<file path="src/rtl/debounce_multi.sv">
// debounce_multi: N-channel counter-based debouncer with a 2-FF synchroniser
// per channel, registered rise/fall pulses and an optional long-press pulse.
//
// Ports:
//   clk  - system clock, all logic on the rising edge
//   rst  - synchronous, active-high reset
//   tick - sample qualifier (tie 1'b1 to count every clock)
//   d    - raw asynchronous inputs, one bit per channel
//   q    - debounced level, registered
//   rise - 1-cycle pulse in the cycle q[i] goes 0->1
//   fall - 1-cycle pulse in the cycle q[i] goes 1->0
//   long - 1-cycle long-press pulse
//
// Build option: define DEBOUNCE_LONGPRESS_EN to include the long-press
// counters. Without it, long is driven constant 0 and LONG_TICKS is unused.
module debounce_multi #(
    parameter int N_CH          = 4,
    parameter int STABLE_CYCLES = 16,
    parameter int LONG_TICKS    = 1000
) (
    input  logic            clk,
    input  logic            rst,
    input  logic            tick,
    input  logic [N_CH-1:0] d,
    output logic [N_CH-1:0] q,
    output logic [N_CH-1:0] rise,
    output logic [N_CH-1:0] fall,
    output logic [N_CH-1:0] long
);

    localparam int CNT_W = $clog2(STABLE_CYCLES + 1);
    localparam logic [CNT_W-1:0] CNT_LAST =
        CNT_W'(STABLE_CYCLES - 1);

    if (STABLE_CYCLES < 1) begin : g_bad_stable
        $error("STABLE_CYCLES must be >= 1");
    end

    if (LONG_TICKS < 1) begin : g_bad_long
        $error("LONG_TICKS must be >= 1");
    end

    logic [N_CH-1:0]  s1;
    logic [N_CH-1:0]  s2;
    logic [CNT_W-1:0] cnt [N_CH];

    // Two-stage synchroniser; only s2 is ever compared.
    always_ff @(posedge clk) begin
        if (rst) begin
            s1 <= '0;
            s2 <= '0;
        end else begin
            s1 <= d;
            s2 <= s1;
        end
    end

    // Stability counter. Any sample that agrees with q restarts the
    // window, so cnt stays below STABLE_CYCLES and never wraps.
    always_ff @(posedge clk) begin
        if (rst) begin
            q    <= '0;
            rise <= '0;
            fall <= '0;
            for (int i = 0; i < N_CH; i++) begin
                cnt[i] <= '0;
            end
        end else begin
            rise <= '0;
            fall <= '0;
            for (int i = 0; i < N_CH; i++) begin
                if (s2[i] == q[i]) begin
                    cnt[i] <= '0;
                end else if (tick) begin
                    if (cnt[i] == CNT_LAST) begin
                        q[i]    <= s2[i];
                        cnt[i]  <= '0;
                        rise[i] <= s2[i];
                        fall[i] <= ~s2[i];
                    end else begin
                        cnt[i] <= cnt[i] + CNT_W'(1);
                    end
                end
            end
        end
    end

`ifdef DEBOUNCE_LONGPRESS_EN
    localparam int LONG_W = $clog2(LONG_TICKS + 1);
    localparam logic [LONG_W-1:0] LONG_MAX =
        LONG_W'(LONG_TICKS);
    localparam logic [LONG_W-1:0] LONG_LAST =
        LONG_W'(LONG_TICKS - 1);

    logic [LONG_W-1:0] lcnt [N_CH];

    // lcnt saturates at LONG_TICKS so a held press fires only once;
    // releasing (q low) re-arms it.
    always_ff @(posedge clk) begin
        if (rst) begin
            long <= '0;
            for (int i = 0; i < N_CH; i++) begin
                lcnt[i] <= '0;
            end
        end else begin
            long <= '0;
            for (int i = 0; i < N_CH; i++) begin
                if (!q[i]) begin
                    lcnt[i] <= '0;
                end else if (tick && lcnt[i] < LONG_MAX) begin
                    lcnt[i] <= lcnt[i] + LONG_W'(1);
                    if (lcnt[i] == LONG_LAST) begin
                        long[i] <= 1'b1;
                    end
                end
            end
        end
    end
`else
    assign long = '0;
`endif

endmodule

</file>
<file path="config.mk">
export PLATFORM = sky130hd
export DESIGN_NAME = debounce_multi
export DESIGN_NICKNAME = d
export VERILOG_FILES = /design/src/rtl/debounce_multi.sv
export SDC_FILE = /design/constraint.sdc
export NUM_CORES = 1
export LEC_CHECK = 0
export BUFFER_PORTS_ARGS = -buffer_cell sky130_fd_sc_hd__buf_2
export CAP_MARGIN = 25
export CORE_MARGIN = 5
export CORE_UTILIZATION = 60
export CTS_CLUSTER_DIAMETER = 100
export DETAILED_ROUTE_END_ITERATION = 16
export GPL_ROUTABILITY_DRIVEN = 0
export PLACE_DENSITY = 0.83
export SYNTH_ARGS = -nofsm -noshare
export SYNTH_HDL_FRONTEND = slang
export SYNTH_SLANG_ARGS = --single-unit
</file>
<file path="constraint.sdc">
create_clock -name clk -period 2.8 [get_ports clk]
set_input_delay 0.28 -clock clk [delete_from_list [all_inputs] [get_ports clk]]
set_output_delay 0.28 -clock clk [all_outputs]
set_load 0.03 [all_outputs]
</file>
==> results by group, run 1 <==
Power and ir drop
  – Static Leakage: 0.744 nW
  – Peak VDD IR: 0.397 mV
  – Power Total: 1.00 mW
  – Cell Pwr Density: 540 mW/mm^2

Layout
  – Fin cells: 203
  – Diodes inserted: 0
  – # nets final: 186
  – Layout Cell Area excl Fill: 0.00185 sq mm
  – Layout cells sized above 1: 19.2%
  – Layout Utilization: 68.4%
  – Layout area overhead: 10.4%

Synthesis
  – Netlist Area Pre-Place: 0.00168 sq mm
  – Commonest cells in the netlist: dfxtp_1 (20), edfxtp_1 (20), nor2_1 (20), nand2_1 (12), nor2b_1 (9)
  – Synth area leaders: edfxtp_1 (36%), dfxtp_1 (24%), ha_1 (6.0%)
  – Avg Inst Size Synth: 11.3 sq um
  – Sequential cell area fraction in the yosys report: 59.6%
  – Synth area leader: edfxtp_1
  – Top-area cell type share of the netlist area: 35.7%
  – Synth unique cells: 19
  – Async SR Flop Fraction: 0%
  – Register bit total from synthesis: 40
  – Syn Inst Count: 149
  – Syn. warnings: 0
  – Main flop type after synthesis: edfxtp_1
  – EDFF count, synth: 20

Global route
  – Initial antenna violation count: 0
  – Number of global-route vias before repair: 1100
  – Remaining Overflow, GRT: 0
  – First-pass GRT wire length: 4800 um
  – Largest net degree at the start of global routing: 19
  – Tot GR Track Use: 15.3%

Clock network
  – Setup bufs post-CTS: 0
  – Clock H-tree levels: 2
  – Clk sinks: 40
  – CTS Root Cell: clkbuf_4
  – # hold bufs at CTS: 0
  – Longest Clk Path Bufs: 2
  – CTS Buf Count: 5
  – Post-CTS resize count: 0
  – CTS tree: built
  – Clock insertion delay at the later pin of the skew report: 0.34 ns
  – CTS clk-pin slew, worst paths: 0.12 ns

Placement
  – Post-DP Area: 0.00178 sq mm
  – Place WS: 1.04 ns
  – DP Wirelength: 1950 um
  – Inst Count DP: 195
  – IO buf count: 18

Detailed routing
  – DRT Pass-1 Iters: 4
  – Antenna-violating nets left: 0
  – Number of remaining DRC errors: 0
  – Vias per Instance: 5.20
  – Post-Route WL: 2700 um
  – DR iter-0 viols: 68
  – WL/cell: 13.3 um
  – Via count: 1056

Critical path
  – Startpoint types: flop
  – Most used cell, CP: ha_1
  – Crit-path slowest cell: edfxtp_1
  – CP peak stage delay: 0.44 ns
  – Crit path capture type: flop
  – Critical path peak fanout: 5
  – Crit path cell chain: ha_1 -> and3_1 -> ha_1 -> or3_4 -> nor2_1
  – CP arrival: 2.01 ns
  – Crit path kind: reg -> reg
  – CP required: 3.01 ns

Worst hold path
  – Worst hold path class: in -> reg

Timing
  – Setup violators final: 0
  – Setup Total Neg Slack: 0 ns
  – Final clock skew: 0.00567 ns
  – RSZ-0062 raised after global routing: no
  – Final Slew Violations: 0
  – Fin crit share: 64.4%
  – PnR worst setup slack: 0.997 ns
  – Final hold violations: 0
  – Period minus WS final: 1.80 ns
  – Fin Hold WS: 0.138 ns
  – Max Clock Freq: 555 MHz

Die
  – Initial core utilization: 62.0%
  – Core footprint: 0.00271 sq mm
  – Die width: 62.9 um
  – Io pins: 23
  – Cell Rows: 19
  – DIE HEIGHT: 62.9 um
  – Die area: 0.00396 sq mm

Run status
  – Outcome: completed

Job
  – Max-Cap Viols: 0
## cells by family (layout without fill, tap and decap cells)
kind of cell | count (synthesis) | count (layout) | synth area share (%)
flip-flops | 40 | 40 | 59.6
AND/OR/NAND/NOR | 70 | 70 | 22.8
adder cells (fa/ha/maj) | 8 | 8 | 5.96
buffers and inverters | 14 | 34 | 4.02
other | 1 | 4 | 0.223
AO/OA/AOI/OAI | 4 | 4 | 1.19
XOR/XNOR | 12 | 12 | 6.25
## path summary, 6_finish.rpt
path / cells past startpoint / slack, ns / startpoint / end
worst max register to register: 5 / 1.0 / cnt[3][0]$_SDFFCE_PN0P_ / cnt[3][2]$_SDFFCE_PN0P_
worst min register to register: 1 / 0.44 / s1[0]$_SDFF_PP0_ / s2[0]$_SDFF_PP0_
worst min-delay path: 2 / 0.14 / d[2] / s1[2]$_SDFF_PP0_
worst max-delay path: 5 / 1.0 / cnt[3][0]$_SDFFCE_PN0P_ / cnt[3][2]$_SDFFCE_PN0P_
## report_power, final
part           internal (mW)  total, mW  switching, mW
clock                  0.151      0.336          0.185
sequential             0.621      0.628        0.00711
combinational         0.0132     0.0368         0.0236
total                  0.786       1.00          0.216
## final cells by class
class                      count  area, sq um
sequential                    40         1000
clock buffer                   7         66.3
multi-input combinational     98          623
timing repair buffer          18         90.1
clock inverter                 1         5.00
inverter                       8         30.0
fill                         213          856
tap                           31         38.8
## sequential cells by signal, indices dropped and copies added (netlist names)
register	cells
cnt	20
rise	4
q	4
s1	4
fall	4
s2	4
## critical path, delay by kind of cell, from the launching register on
family	cells	cell delay, ns
adders and majority gates	2	0.48
DFF	1	0.44
and+or+nand+nor	3	0.75
## layer usage
layer	vias to the layer above	GRT usage (%)	wire length, um
met1	483	18.0	1180
met5	-	0	0
met3	6	5.40	168
met2	30	25.6	1310
met4	0	5.57	43
li1	537	-	-
## placed cells by master (no fill, tap or decap), types with 9 or more instances in the layout
cell type  instances
edfxtp_1          20
nor2b_1            9
nand2_1           12
dfxtp_1           20
buf_2             18
nor2_1            20
No activity file was read; power rests on OpenSTA's default activity.
==> run 2: changes to the inputs <==
ABC_AREA = 1   (was unset)
CORE_UTILIZATION = 50   (was 60)
PLACE_DENSITY = 0.73   (was 0.83)
clock period = 1.5 ns   (was 2.8 ns; I/O delays follow)
==> run 2 against run 1 <==
Net effect:
- area after synthesis grew 4.5%
- synthesized cell count increased by 34%
- clock skew rose by 0.0043 ns
- via count increased by 20%
- count of clock-buffer cells in the layout is the same
- largest cell class unchanged
- highest routed layer unchanged
==> results by group, run 2 <==
Synthesis
  – Synth Area in Adders: 5.70% (-0.25 points)
  – Compound-Gate Fraction of Synth Area: 1.71% (+0.52 points)
  – Netlist Area Pre-Place: 0.00176 sq mm (+4.5%)
  – Count leader, synth: nor2_1
  – Main flop type after synthesis: edfxtp_1
  – Commonest cells in the netlist: nor2_1 (45), nand2_1 (39), inv_1 (33), dfxtp_1 (20), edfxtp_1 (20)
  – Syn. warnings: 0 (unchanged)
  – Post-Synth Simple-Gate Area: 24.1% (+1.3 points)
  – EDFF count, synth: 20 (unchanged)
  – Sequential cell area fraction in the yosys report: 57.0% (-2.5 points)
  – Mux contribution to synthesized area: 0% (unchanged)
  – Largest family of logic cells by synthesized area: simple AND/OR/NAND/NOR gates
  – Register bit total from synthesis: 40 (unchanged)
  – Avg Inst Size Synth: 8.78 sq um (-22%)
  – Synth unique cells: 17 (-2)
  – Async SR Flop Fraction: 0% (unchanged)
  – Top-area cell type share of the netlist area: 34.2% (-1.5 points)
  – Synth area leader: edfxtp_1
  – Synth area leaders: edfxtp_1 (34%), dfxtp_1 (23%), nor2_1 (9.6%)
  – Syn Inst Count: 200 (+34%)
  – Xor and xnor fraction of the mapped netlist area: 2.00% (-4.3 points)

Critical path
  – End of the worst register-to-register path: cnt[3][3]$_SDFFCE_PN0P_
  – Startpoint types: flop
  – Crit path cell chain: ha_1 -> nand2_1 -> nor2_1 -> ha_2 -> nor2_2 -> nand2_2 -> nor2_1
  – CP required: 1.70 ns (-1.31 ns)
  – Worst R2R Path Depth: 7 (+2)
  – Crit path capture type: flop
  – Critical path peak fanout: 5 (unchanged)
  – CP peak stage delay: 0.43 ns (about the same)
  – Most used cell, CP: nor2_1
  – RR Startpoint: cnt[3][1]$_SDFFCE_PN0P_
  – Flop2flop setup slack: 0.09 ns (-0.91 ns)
  – Crit-path slowest cell: edfxtp_1
  – CP arrival: 1.61 ns (-0.40 ns)
  – Crit path kind: reg -> reg

Layout
  – Most flops, register: cnt
  – Diodes inserted: 0 (unchanged)
  – Multi-input gate area: 628 sq um (+0.80%)
  – Most frequent cells in the layout: nor2_1 (40), nand2_1 (39), inv_1 (33)
  – # nets final: 251 (+35%)
  – Fin cells: 283 (+39%)
  – FF+latch area: 0.00100 sq mm (unchanged)
  – Layout Utilization: 61.9% (-6.5 points)
  – Layout area overhead: 18.7%
  – Fill cells: 311 (+46%)
  – Max reg flops: 20 (unchanged)
  – Layout cells sized above 1: 21.1% (+1.9 points)
  – Most common cell after layout, fill and taps aside: nor2_1

Clock network
  – CTS clk-pin slew, worst paths: 0.11 ns (about the same)
  – Longest Clk Path Bufs: 2 (unchanged)
  – Clock insertion delay at the later pin of the skew report: 0.34 ns (about the same)
  – CTS Buf Count: 5 (unchanged)
  – Clock H-tree levels: 2 (unchanged)
  – CTS tree: built
  – Clk sinks: 40 (unchanged)
  – CTS Root Cell: clkbuf_4

Placement
  – Inst Count DP: 265 (+36%)
  – IO buf count: 18 (unchanged)
  – Place WS: 0.0235 ns (-1.01 ns)
  – DP Wirelength: 2040 um (+4.3%)

Die
  – Die area: 0.00480 sq mm (+21%)
  – Initial core utilization: 52.2% (-9.8 points)
  – Die width: 69.3 um (+10%)
  – Io pins: 23 (unchanged)
  – Cell Rows: 21 (+2)
  – Core footprint: 0.00336 sq mm (+24%)
  – DIE HEIGHT: 69.3 um (+10%)

Power and ir drop
  – Net Sw Frac: 21.2% (-0.29 points)
  – P_int: 1.48 mW (+88%)
  – Power share of the combinational group: 5.4% (+1.7 points)
  – Cell Pwr Density: 902 mW/mm^2 (+67%)
  – Sequential share of power: 62.4% (-0.3 points)
  – Clock power frac: 32.3% (-1.3 points)
  – Static Leakage: 0.944 nW (+27%)
  – Peak VDD IR: 0.609 mV (+53%)
  – Switching pwr: 0.399 mW (+85%)

Detailed routing
  – DRT Pass-1 Iters: 4 (unchanged)
  – Antenna-violating nets left: 0 (unchanged)
  – Post-Route WL: 2770 um (+2.7%)
  – DR iter-0 viols: 52 (-24%)
  – Number of remaining DRC errors: 0 (unchanged)
  – WL/cell: 9.80 um (-26%)
  – Vias per Instance: 4.49 (-14%)
  – Via count: 1271 (+20%)

Timing
  – Setup Total Neg Slack: 0 ns (unchanged)
  – Max Clock Freq: 708 MHz (+28%)
  – Final Slew Violations: 0 (unchanged)
  – Period minus WS final: 1.41 ns (-0.391 ns)
  – Final clock skew: 0.0100 ns (+0.00434 ns)
  – PnR worst setup slack: 0.0882 ns (-0.909 ns)
  – Fin crit share: 94.1% (+30 points)
  – Setup violators final: 0 (unchanged)
  – Final hold violations: 0 (unchanged)

Global route
  – Initial antenna violation count: 0 (unchanged)
  – Largest net degree at the start of global routing: 14 (-5)
  – Remaining Overflow, GRT: 0 (unchanged)
  – Tot GR Track Use: 12.0% (-3.3 points)
  – First-pass GRT wire length: 4670 um (-2.6%)
  – Number of global-route vias before repair: 1183 (+7.5%)

Worst hold path
  – Origin of the worst min-delay path: rst
  – Worst hold path class: in -> reg
  – End of the worst hold path: s2[1]$_SDFF_PP0_
  – Hold depth: 2 (unchanged)

Job
  – Max-Cap Viols: 0 (unchanged)

Run status
  – Outcome: completed
run 2: worst max-delay path: cells and delay by family (launching register included):
family | cells | cell delay [ns]
adders and majority gates | 2 | 0.42
DFF | 1 | 0.43
and+or+nand+nor | 5 | 0.42
run 2: timing repair:
| action | 4_1_cts | 5_1_grt |
|---|---|---|
| hold buffers | 3 | 1 |
| pin swaps | 0 | 3 |
| gates resized for setup | 0 | 10 |
| cloned | 0 | 0 |
| hold endpoints to repair | 3 | 1 |
| endpoints found under the setup margin | 1 | 20 |
| setup buffers | 1 | 5 |
run 2: cell families after synthesis:
| logic type | count (synthesis) |
|---|---|
| AND/OR/NAND/NOR | 102 |
| buffers and inverters | 39 |
| AO/OA/AOI/OAI | 6 |
| XOR/XNOR | 4 |
| adder cells (fa/ha/maj) | 8 |
| other | 1 |
| flip-flops | 40 |
run 2: how the worst max path moves through the flow:
stage	startpoint	endpoint	slack (ns)	cells after the start
after CTS	cnt[3][1]$_SDFFCE_PN0P_	cnt[3][0]$_SDFFCE_PN0P_	0.01	7
after detailed placement	cnt[0][0]$_SDFFCE_PN0P_	cnt[0][3]$_SDFFCE_PN0P_	0.02	7
after global placement	cnt[0][0]$_SDFFCE_PN0P_	cnt[0][3]$_SDFFCE_PN0P_	0.06	7
after floorplan	cnt[3][0]$_SDFFCE_PN0P_	cnt[3][3]$_SDFFCE_PN0P_	0.11	7
final	cnt[3][1]$_SDFFCE_PN0P_	cnt[3][3]$_SDFFCE_PN0P_	0.09	7
after global routing	cnt[0][1]$_SDFFCE_PN0P_	fall[0]$_SDFF_PP0_	-0.006	8
run 2: power groups by stage:
stage | registers, mW | clock network [mW] | logic [mW]
after floorplan | 1.20 | 0 | 0.0676
after global placement | 1.20 | 0 | 0.0846
after detailed placement | 1.20 | 0 | 0.0852
after CTS | 1.17 | 0.624 | 0.0937
after global routing | 1.17 | 0.673 | 0.116
final | 1.17 | 0.606 | 0.101
run 2: final cells by class:
cell class                      count  area share, %
Multi-Input combinational cell    124           30.2
Clock buffer                        7           3.18
Sequential cell                    40           48.0
Timing Repair Buffer               31           9.49
Inverter                           34           6.13
Tap cell                           46           2.76
Clock inverter                      1          0.240
run 2: metrics by stage:
step | cell area [sq um] | power [mW] | hold slack (ns)
global placement | 1900 | 1.28 | 0.353
global route | 2080 | 1.96 | 0.126
floorplan | 1770 | 1.26 | 0.257
CTS | 2010 | 1.89 | 0.00375
detailed placement | 1900 | 1.28 | 0.360
finish | 2080 | 1.88 | 0.136
run 2: layer usage:
| layer | up-vias | wire, um | track usage, % |
|---|---|---|---|
| li1 | 689 | - | - |
| met1 | 556 | 1260 | 12.6 |
| met2 | 20 | 1330 | 21.4 |
| met3 | 6 | 136 | 4.78 |
| met4 | 0 | 46 | 4.56 |
| met5 | - | 0 | 0 |
==> run 3: changes to the inputs <==
BUFFER_PORTS_ARGS = unset   (was -buffer_cell sky130_fd_sc_hd__buf_2)
CORE_UTILIZATION = 55   (was 50)
DONT_BUFFER_PORTS = 1   (was unset)
==> run 3 against run 2 <==
Net effect:
- cell count fell by 4.6%
- routed wire length rose by 16%
- die area down 7.8%
- combinational power barely moved
- non-clock buffer count fell by 11
- first-iteration DRC count increased by 7.7%
==> results by group, run 3 (synthesized netlist as in run 2, its figures left out) <==
Critical path
  – Startpoint types: flop
  – Crit path capture type: flop
  – CP required: 1.71 ns (about the same)
  – Crit path kind: reg -> reg
  – Critical path peak fanout: 5 (unchanged)
  – CP arrival: 1.68 ns (+0.07 ns)

Power and ir drop
  – Cell Pwr Density: 978 mW/mm^2 (+8.5%)
  – Net Sw Frac: 20.1% (-1.1 points)
  – P_int: 1.64 mW (+11%)
  – Peak VDD IR: 0.814 mV (+34%)
  – Power share of the combinational group: 4.8% (-0.6 points)
  – Clock power frac: 38.0% (+5.7 points)
  – Switching pwr: 0.412 mW (+3.2%)
  – Sequential share of power: 57.2% (-5.2 points)
  – Static Leakage: 0.899 nW (-4.8%)

Timing
  – Period minus WS final: 1.47 ns (+0.0533 ns)
  – Fin Hold WS: 0.0390 ns (-0.0968 ns)
  – Final Slew Violations: 0 (unchanged)
  – Setup Total Neg Slack: 0 ns (unchanged)
  – Max Clock Freq: 683 MHz (-3.6%)
  – Final hold violations: 0 (unchanged)
  – Fin crit share: 97.7% (+3.6 points)
  – Final clock skew: 0.00624 ns (-0.00377 ns)
  – Setup violators final: 0 (unchanged)

Job
  – Max-Cap Viols: 0 (unchanged)

Layout
  – Most flops, register: cnt
  – Diodes inserted: 0 (unchanged)
  – Most frequent cells in the layout: nor2_1 (38), nand2_1 (37), inv_1 (32)
  – Fill cells: 261 (-16%)
  – FF+latch area: 0.00100 sq mm (unchanged)
  – Layout Cell Area excl Fill: 0.00209 sq mm (+0.54%)
  – # nets final: 240 (-4.4%)
  – Multi-input gate area: 651 sq um (+3.6%)
  – Max reg flops: 20 (unchanged)
  – Most common cell after layout, fill and taps aside: nor2_1
  – Layout area overhead: 19.3%
  – Layout cells sized above 1: 20.8% (-0.30 points)

Clock network
  – Clock H-tree levels: 2 (unchanged)
  – CTS clk-pin slew, worst paths: 0.11 ns (about the same)
  – Clock insertion delay at the later pin of the skew report: 0.34 ns (about the same)
  – CTS tree: built
  – Clk sinks: 40 (unchanged)
  – CTS Root Cell: clkbuf_4
  – CTS Buf Count: 5 (unchanged)
  – Longest Clk Path Bufs: 2 (unchanged)

Detailed routing
  – Vias per Instance: 4.81 (+7.2%)
  – WL/cell: 11.9 um (+22%)
  – DR iter-0 viols: 56 (+7.7%)
  – Number of remaining DRC errors: 0 (unchanged)
  – Post-Route WL: 3220 um (+16%)
  – DRT Pass-1 Iters: 4 (unchanged)
  – Antenna-violating nets left: 0 (unchanged)
  – Via count: 1300 (+2.3%)

Die
  – Initial core utilization: 57.5% (+5.3 points)
  – DIE HEIGHT: 66.5 um (-4.0%)
  – Io pins: 23 (unchanged)
  – Core footprint: 0.00305 sq mm (-9.2%)
  – Die area: 0.00442 sq mm (-7.8%)
  – Cell Rows: 20 (-4.8%)
  – Die width: 66.5 um (-4.0%)

Worst hold path
  – Worst hold path class: in -> reg

Run status
  – Outcome: completed

Global route
  – First-pass GRT wire length: 5620 um (+20%)
  – Initial antenna violation count: 0 (unchanged)
  – Largest net degree at the start of global routing: 13 (-1)
  – Number of global-route vias before repair: 1266 (+7.0%)
  – Remaining Overflow, GRT: 0 (unchanged)
  – Tot GR Track Use: 16.8% (+4.8 points)

Placement
  – DP Wirelength: 2270 um (+12%)
  – IO buf count: 0 (-18)
  – Post-DP Area: 0.00184 sq mm (-3.3%)
==> run 3: cell count changes in the layout (fill, tap and decap cells not counted), sizes merged <==
cell         previous run  this run
dlygate4sd3             4         6
clkinv                  1         0
buf                    27        14
bufinv                  0         1
==> run 3: path summary, 6_finish.rpt <==
kind                            from                       to  slack (ns)  cells past startpoint
max          cnt[2][1]$_SDFFCE_PN0P_  cnt[2][3]$_SDFFCE_PN0P_        0.03                      7
min                             tick        q[3]$_SDFFE_PP0P_        0.04                      3
max reg2reg  cnt[2][1]$_SDFFCE_PN0P_  cnt[2][3]$_SDFFCE_PN0P_        0.03                      7
min reg2reg         s1[1]$_SDFF_PP0_         s2[1]$_SDFF_PP0_        0.41                      2
==> run 3: repair_timing <==
item                                    CTS  global route
endpoints found under the setup margin    5            26
pin swaps                                 0             7
gates resized for setup                   0            19
hold buffers                              6             0
setup buffers                             2             5
hold endpoints to repair                 17             0
==> run 3: cell type report <==
class | count | area share, %
flip-flops and latches | 40 | 47.8
multi-input cells | 124 | 31.1
repair buffers | 20 | 7.89
inverters | 34 | 6.09
clock buffers | 7 | 3.11
well taps | 44 | 2.63
clock inverters | 1 | 1.43
==> run 3: stage by stage <==
stage,power [mW],utilization [%],cells,setup slack (ns)
floorplan,1.26,-,203,0.110
global placement,1.26,60.2,249,0.0748
detailed placement,1.27,60.2,249,-0.0279
CTS,2.06,65.8,265,0.0100
global route,2.15,68.6,270,-0.0164
finish,2.05,68.6,270,0.0349
==> run 3: worst max-delay path: stages, from the launching register on <==
cell and delay (ns):
edfxtp_1 0.45, ha_2 0.22, nand2_1 0.06, nor2_1 0.04
ha_2 0.17, nor2_1 0.13, nand2_2 0.12, nor2_2 0.13
==> run 3: power groups by stage <==
stage | Combinational (mW) | Sequential (mW) | Clock, mW
floorplan | 0.0676 | 1.20 | 0
global placement | 0.0665 | 1.20 | 0
detailed placement | 0.0700 | 1.20 | 0
CTS | 0.0906 | 1.17 | 0.799
global route | 0.112 | 1.18 | 0.863
finish | 0.0986 | 1.17 | 0.778
==> run 3: per-layer routing <==
metal	track usage, %	vias to the layer above	wire length, um
met5	0	-	0
met4	6.85	0	56
met3	4.72	7	135
met2	28.5	25	1640
met1	19.8	603	1390
li1	-	665	-
